`src/rtl/shift_ctrl_pkg.sv`:
```
// Shared definitions for the shift sequencing controller: op encodings,
// FSM state type, constants and op-classification helpers.
// Optional feature macro: SHIFT_ROTATE_EN (enables ROTL/ROTR).
package shift_ctrl_pkg;

  localparam logic [2:0] OP_SLL  = 3'd0;
  localparam logic [2:0] OP_SRL  = 3'd1;
  localparam logic [2:0] OP_SRA  = 3'd2;
  localparam logic [2:0] OP_ROTL = 3'd3;
  localparam logic [2:0] OP_ROTR = 3'd4;

  localparam logic [31:0] ALL_ONES32 = 32'hFFFF_FFFF;

  typedef enum logic [1:0] {
    ST_IDLE  = 2'd0,
    ST_PASS1 = 2'd1,
    ST_PASS2 = 2'd2,
    ST_DONE  = 2'd3
  } state_e;

  // An op is legal if it is one this build actually implements.
  function automatic logic op_legal(input logic [2:0] op);
`ifdef SHIFT_ROTATE_EN
    return (op <= OP_ROTR);
`else
    return (op <= OP_SRA);
`endif
  endfunction

  // Ops that need a second trip through the shifter.
  function automatic logic op_two_pass(input logic [2:0] op);
`ifdef SHIFT_ROTATE_EN
    return (op == OP_SRA) || (op == OP_ROTL) || (op == OP_ROTR);
`else
    return (op == OP_SRA);
`endif
  endfunction

  // Ops whose first pass works on bit-reversed data (right-direction shifts).
  function automatic logic op_rev_pass1(input logic [2:0] op);
`ifdef SHIFT_ROTATE_EN
    return (op == OP_SRL) || (op == OP_SRA) || (op == OP_ROTR);
`else
    return (op == OP_SRL) || (op == OP_SRA);
`endif
  endfunction

endpackage

```
`src/rtl/barrel_shifter_32bit.sv`:
```
// Combinational 32-bit left-only logarithmic barrel shifter (zero fill).
module barrel_shifter_32bit (
  input  logic [31:0] data_i,
  input  logic [4:0]  shamt_i,
  output logic [31:0] data_o
);

  logic [31:0] stg;

  // Five binary-weighted shift stages selected by the amount bits.
  always_comb begin
    stg = data_i;
    for (int k = 0; k < 5; k++) begin
      if (shamt_i[k]) stg = stg << (1 << k);
    end
    data_o = stg;
  end

endmodule

```
`src/rtl/bit_rev32.sv`:
```
// Pure wiring 32-bit bit reversal: out[i] = in[31-i].
module bit_rev32 (
  input  logic [31:0] data_i,
  output logic [31:0] data_o
);

  for (genvar i = 0; i < 32; i++) begin : g_rev
    assign data_o[i] = data_i[31-i];
  end

endmodule

```
`src/rtl/shift_unit_ctrl.sv`:
```
// Sequencing controller around the shared left-only barrel shifter.
// Right shifts use bit reversal; SRA and rotates take a second pass.
// Optional feature macro: SHIFT_ROTATE_EN (ROTL/ROTR; otherwise ops 3/4
// are reported as illegal).
module shift_unit_ctrl
  import shift_ctrl_pkg::*;
#(
  parameter int XLEN = 32,
  parameter int SHW  = 5
) (
  input  logic            clk,
  input  logic            rst,
  input  logic            req_valid,
  output logic            req_ready,
  input  logic [2:0]      req_op,
  input  logic [XLEN-1:0] req_data,
  input  logic [SHW-1:0]  req_shamt,
  output logic            resp_valid,
  input  logic            resp_ready,
  output logic [XLEN-1:0] resp_result,
  output logic            resp_err,
  output logic            busy
);

  state_e      state_q;
  logic [2:0]  op_q;
  logic [31:0] data_q;
  logic [4:0]  shamt_q;
  logic [31:0] t_q;
  logic [31:0] result_q;
  logic        err_q;
  logic        req_ready_q;
  logic        resp_valid_q;
  logic        busy_q;

  logic [31:0] data_rev;
  logic [31:0] sh_in;
  logic [4:0]  sh_amt;
  logic [31:0] sh_out;
  logic [31:0] out_rev;
  logic [31:0] pass1_res;
  logic [31:0] pass2_res;

`ifdef SHIFT_ROTATE_EN
  // Complementary rotate amount, (32 - shamt) mod 32, falls out of 5-bit wrap.
  logic [4:0]  shamt_inv;
  assign shamt_inv = 5'd0 - shamt_q;
`endif

  bit_rev32 u_rev_in (
    .data_i (data_q),
    .data_o (data_rev)
  );

  barrel_shifter_32bit u_shifter (
    .data_i  (sh_in),
    .shamt_i (sh_amt),
    .data_o  (sh_out)
  );

  bit_rev32 u_rev_out (
    .data_i (sh_out),
    .data_o (out_rev)
  );

  // Shifter operand/amount selection by state and registered op.
  always_comb begin
    sh_in  = data_q;
    sh_amt = shamt_q;
    case (state_q)
      ST_PASS1: begin
        if (op_rev_pass1(op_q)) sh_in = data_rev;
      end
      ST_PASS2: begin
        case (op_q)
          OP_SRA: sh_in = ALL_ONES32;
`ifdef SHIFT_ROTATE_EN
          OP_ROTL: begin
            sh_in  = data_rev;
            sh_amt = shamt_inv;
          end
          OP_ROTR: begin
            sh_in  = data_q;
            sh_amt = shamt_inv;
          end
`endif
          default: ;
        endcase
      end
      default: ;
    endcase
  end

  // Pass results: first pass un-reverses right shifts; second pass merges.
  always_comb begin
    pass1_res = op_rev_pass1(op_q) ? out_rev : sh_out;
    pass2_res = t_q;
    case (op_q)
      // out_rev = ones >> shamt, so its complement is the sign-fill mask.
      OP_SRA:  pass2_res = t_q | (data_q[31] ? ~out_rev : 32'h0);
`ifdef SHIFT_ROTATE_EN
      OP_ROTL: pass2_res = t_q | out_rev;
      OP_ROTR: pass2_res = t_q | sh_out;
`endif
      default: ;
    endcase
  end

  // Request operands and first-pass temp; data only, no reset needed.
  always_ff @(posedge clk) begin
    if (state_q == ST_IDLE && req_valid) begin
      op_q    <= req_op;
      data_q  <= req_data;
      shamt_q <= req_shamt;
    end
    if (state_q == ST_PASS1) t_q <= pass1_res;
  end

  // Control FSM with registered handshake flags and response registers.
  always_ff @(posedge clk) begin
    if (rst) begin
      state_q      <= ST_IDLE;
      req_ready_q  <= 1'b1;
      resp_valid_q <= 1'b0;
      busy_q       <= 1'b0;
      result_q     <= 32'h0;
      err_q        <= 1'b0;
    end else begin
      case (state_q)
        ST_IDLE: begin
          if (req_valid) begin
            state_q     <= ST_PASS1;
            req_ready_q <= 1'b0;
            busy_q      <= 1'b1;
          end
        end
        ST_PASS1: begin
          if (!op_legal(op_q)) begin
            result_q     <= data_q;
            err_q        <= 1'b1;
            state_q      <= ST_DONE;
            resp_valid_q <= 1'b1;
          end else if (op_two_pass(op_q)) begin
            state_q <= ST_PASS2;
          end else begin
            result_q     <= pass1_res;
            err_q        <= 1'b0;
            state_q      <= ST_DONE;
            resp_valid_q <= 1'b1;
          end
        end
        ST_PASS2: begin
          result_q     <= pass2_res;
          err_q        <= 1'b0;
          state_q      <= ST_DONE;
          resp_valid_q <= 1'b1;
        end
        ST_DONE: begin
          if (resp_ready) begin
            state_q      <= ST_IDLE;
            resp_valid_q <= 1'b0;
            busy_q       <= 1'b0;
            req_ready_q  <= 1'b1;
          end
        end
        default: begin
          state_q      <= ST_IDLE;
          req_ready_q  <= 1'b1;
          resp_valid_q <= 1'b0;
          busy_q       <= 1'b0;
        end
      endcase
    end
  end

  assign req_ready   = req_ready_q;
  assign resp_valid  = resp_valid_q;
  assign resp_result = result_q;
  assign resp_err    = err_q;
  assign busy        = busy_q;

endmodule

```
`config.mk`:
```
export PLATFORM = sky130hd
export DESIGN_NAME = shift_unit_ctrl
export DESIGN_NICKNAME = d
export VERILOG_FILES = /design/src/rtl/shift_ctrl_pkg.sv /design/src/rtl/barrel_shifter_32bit.sv /design/src/rtl/bit_rev32.sv /design/src/rtl/shift_unit_ctrl.sv
export SDC_FILE = /design/constraint.sdc
export NUM_CORES = 1
export LEC_CHECK = 0
export ABC_CLOCK_PERIOD_IN_PS = 9000
export BUFFER_PORTS_ARGS = -buffer_cell sky130_fd_sc_hd__buf_2
export CAP_MARGIN = 20
export CORE_MARGIN = 1.5
export CORE_UTILIZATION = 50
export CTS_BUF_LIST = sky130_fd_sc_hd__clkbuf_8
export CTS_CLUSTER_SIZE = 30
export DETAILED_ROUTE_END_ITERATION = 7
export HOLD_SLACK_MARGIN = 0.03
export PLACE_DENSITY = 0.77
export SLEW_MARGIN = 20
export SYNTH_ARGS = -nofsm -noshare
export SYNTH_HDL_FRONTEND = slang
export SYNTH_SLANG_ARGS = --single-unit
```
`constraint.sdc`:
```
create_clock -name clk -period 9 [get_ports clk]
set_clock_uncertainty 0.15 [all_clocks]
set_input_delay 0.45 -clock clk [delete_from_list [all_inputs] [get_ports clk]]
set_output_delay 0.45 -clock clk [all_outputs]
set_load 0.05 [all_outputs]
```
==> results.cfg <==
[timing]
period_needed_ns = 4.77
hold_viol = 0
period_share = 0.530
setup_viol = 0
tightest_slew_ns = 0.978
fin_tns_setup_ns = 0
max_freq_mhz = 210
slew_viol_final = 0
grt_setup_unrepaired = no
max_slew_margin = 0.346

[synth]
yosysSeqAreaShare = 0.352
synthXorXnorAreaFrac = 0.00528
synthAdderAreaFrac = 0.00754
synth.mux.area_fraction = 0.0270
ys_seq_elements = 110
synthCells = 980
synth_area_sq_um = 8300
synthSimpleGateAreaFrac = 0.201
synthFlopType = edfxtp_1
synth_edf_count = 72
synth_top_family_by_area = compound AO/OA/AOI/OAI gates
synth_top_area_share = 0.260
async_reset_ff_frac = 0
synth_common_cells = nand2_1, nor2_1, edfxtp_1
synth-compound-area-share = 0.353
yosys-top-cells-area = edfxtp_1, dfxtp_1, nand2_1, nor2_1, a21oi_1
yosysWarnings = 0
synth_largest_area_cell = edfxtp_1
synth.most_common_cell = nand2_1
avgSynthCellArea_sq_um = 8.47
syn-num-nets = 1029
ys_types = 98

[layout]
drive_above_1_share = 0.167
fin_cells = 1240
syn2layout_area_growth_pct = 8.14
nNetsFinal = 1067

[placed_design]
hpwl_mm = 25.3
port_buffers = 79
place.gp.congestion = 1.08
placed_cells = 1223

[die]
io_pins = 80
fp.dieArea_sq_um = 17400
row_count = 46
core_sq_um = 16100
dieWidth_um = 132
initial_core_util = 0.517
die_y_um = 132

[global_route]
antenna_found_initial = 2
grt_pass1_wl_mm = 51.3
track_usage = 0.389
grt_max_degree = 56
overflow = 0
grt_pass1_vias = 8076

[clocking]
worstSkewPairLatency_ns = 0.41
cts-resized-gates = 0
cts_tree = done
post_cts.repair.setup_buffers = 0
htreeDepth = 3
cts_buffers = 9
cts.sink_count = 110
cts_hold_buf = 0
cts_buffer_depth = 2
clk_pin_slew_ns = 0.12
root_buffer = clkbuf_8

[pwr]
peakVddDrop_mv = 0.344
pwr_density_cell_nw_per_um2 = 422
p_leak_nw = 3.29

[detailed_routing]
vias_per_cell = 7.32
routedWlPerCell_um = 27.6
drtPass1Iterations = 6
routed_wl_mm = 34.3
dr.first_iter.drc_count = 1633
drc_errors = 0
vias = 9079
drtAntennaViolNets = 0

[job]
cap_violations = 0

[critical_path]
cp-start-kind = flip-flop
path_class = reg -> reg
crit_arrival_ns = 4.80
cp_max_fo = 15
worstPathRequired_ns = 9.03
end_kind = flip-flop

[min_path]
hp-class = in -> reg

[status]
status = complete, no violations
-- kinds of logic after synthesis --
family,after synthesis
simple gates,352
compound gates,392
xor+xnor,2
buf+inv,100
mux,19
fa+ha+maj,5
flops,110
-- layer usage --
layer | global-route usage | up-vias | share of wire
met5 | 0 | - | 0
met1 | 0.525 | 4206 | 0.38
met3 | 0.109 | 157 | 0.14
met2 | 0.561 | 803 | 0.42
li1 | - | 3913 | -
met4 | 0.217 | 0 | 0.062
-- layout by cell type (no fill, tap or decap), types with 15 or more instances in the layout --
| cell type | Yosys | routed |
|---|---|---|
| nand3_1 | 33 | 33 |
| nor3_1 | 26 | 26 |
| dfxtp_1 | 38 | 38 |
| a21oi_1 | 67 | 67 |
| a22oi_1 | 16 | 16 |
| o21ai_0 | 61 | 61 |
| o22ai_1 | 15 | 15 |
| inv_1 | 25 | 25 |
| nand2_1 | 111 | 111 |
| buf_2 | 8 | 79 |
| buf_4 | 4 | 22 |
| o31ai_1 | 16 | 16 |
| edfxtp_1 | 72 | 72 |
| nor2_1 | 108 | 107 |
| a211oi_1 | 21 | 21 |
| o211ai_1 | 18 | 18 |
| a221oi_1 | 24 | 24 |
-- state kept, by name, indices dropped and copies added (netlist names) --
| name | count |
|---|---|
| op_q | 3 |
| resp_err | 1 |
| data_q | 32 |
| resp_result | 32 |
| busy | 1 |
| state_q | 2 |
| sh_amt | 5 |
| req_ready | 1 |
| resp_valid | 1 |
| t_q | 32 |
-- area by class of cell --
| type | count | area [sq um] |
|---|---|---|
| Inverter | 26 | 97.6 |
| Multi-Input combinational cell | 770 | 4940 |
| Fill cell | 1505 | 7080 |
| Sequential cell | 110 | 2920 |
| Clock inverter | 7 | 57.6 |
| Tap cell | 216 | 270 |
| Timing Repair Buffer | 101 | 561 |
| Antenna cell | 1 | 2.50 |
| Clock buffer | 9 | 124 |
-- through the flow --
stage / utilization / area, sq um / total power, mW / hold WS [ns] / worst slack, ns
6_report: 0.559 / 8980 / 3.79 / 0.0562 / 4.23
5_1_grt: 0.559 / 8970 / 3.94 / 0.0558 / 4.10
2_1_floorplan: - / 8300 / 2.63 / 0.328 / 5.16
4_1_cts: 0.559 / 8970 / 3.68 / 0.0514 / 4.43
3_5_place_dp: 0.548 / 8790 / 3.38 / 0.298 / 4.45
3_3_place_gp: 0.548 / 8790 / 3.39 / 0.284 / 4.46
-- final timing paths --
path	start	slack, ns	end	cells past startpoint
max	state_q[0]$_SDFFE_PP0P_	4.23	t_q[5]$_DFFE_PP_	11
min	req_shamt[2]	0.06	sh_amt[2]$_DFFE_PP_	1
max reg2reg	state_q[0]$_SDFFE_PP0P_	4.23	t_q[5]$_DFFE_PP_	11
min reg2reg	resp_result[25]$_SDFFE_PP0P_	0.31	resp_result[25]$_SDFFE_PP0P_	2
-- critical path, cell delays in order (launching register included) --
cell	delay, ns
dfxtp_1	0.39
inv_1	0.12
ha_1	0.56
nand2b_1	0.30
o41ai_1	0.64
o32ai_1	0.26
nor3_1	0.59
nor2_1	0.14
o31ai_1	0.70
a21o_1	0.31
nand2_1	0.09
mux2_2	0.27
-- power breakdown --
part	total [mW]	switching, mW	leakage (nW)	internal, mW
clock network	0.295	0.190	0.0903	0.105
registers	0.938	0.159	0.999	0.779
logic	2.56	1.82	2.20	0.732
(Power assumes the default switching activity.)
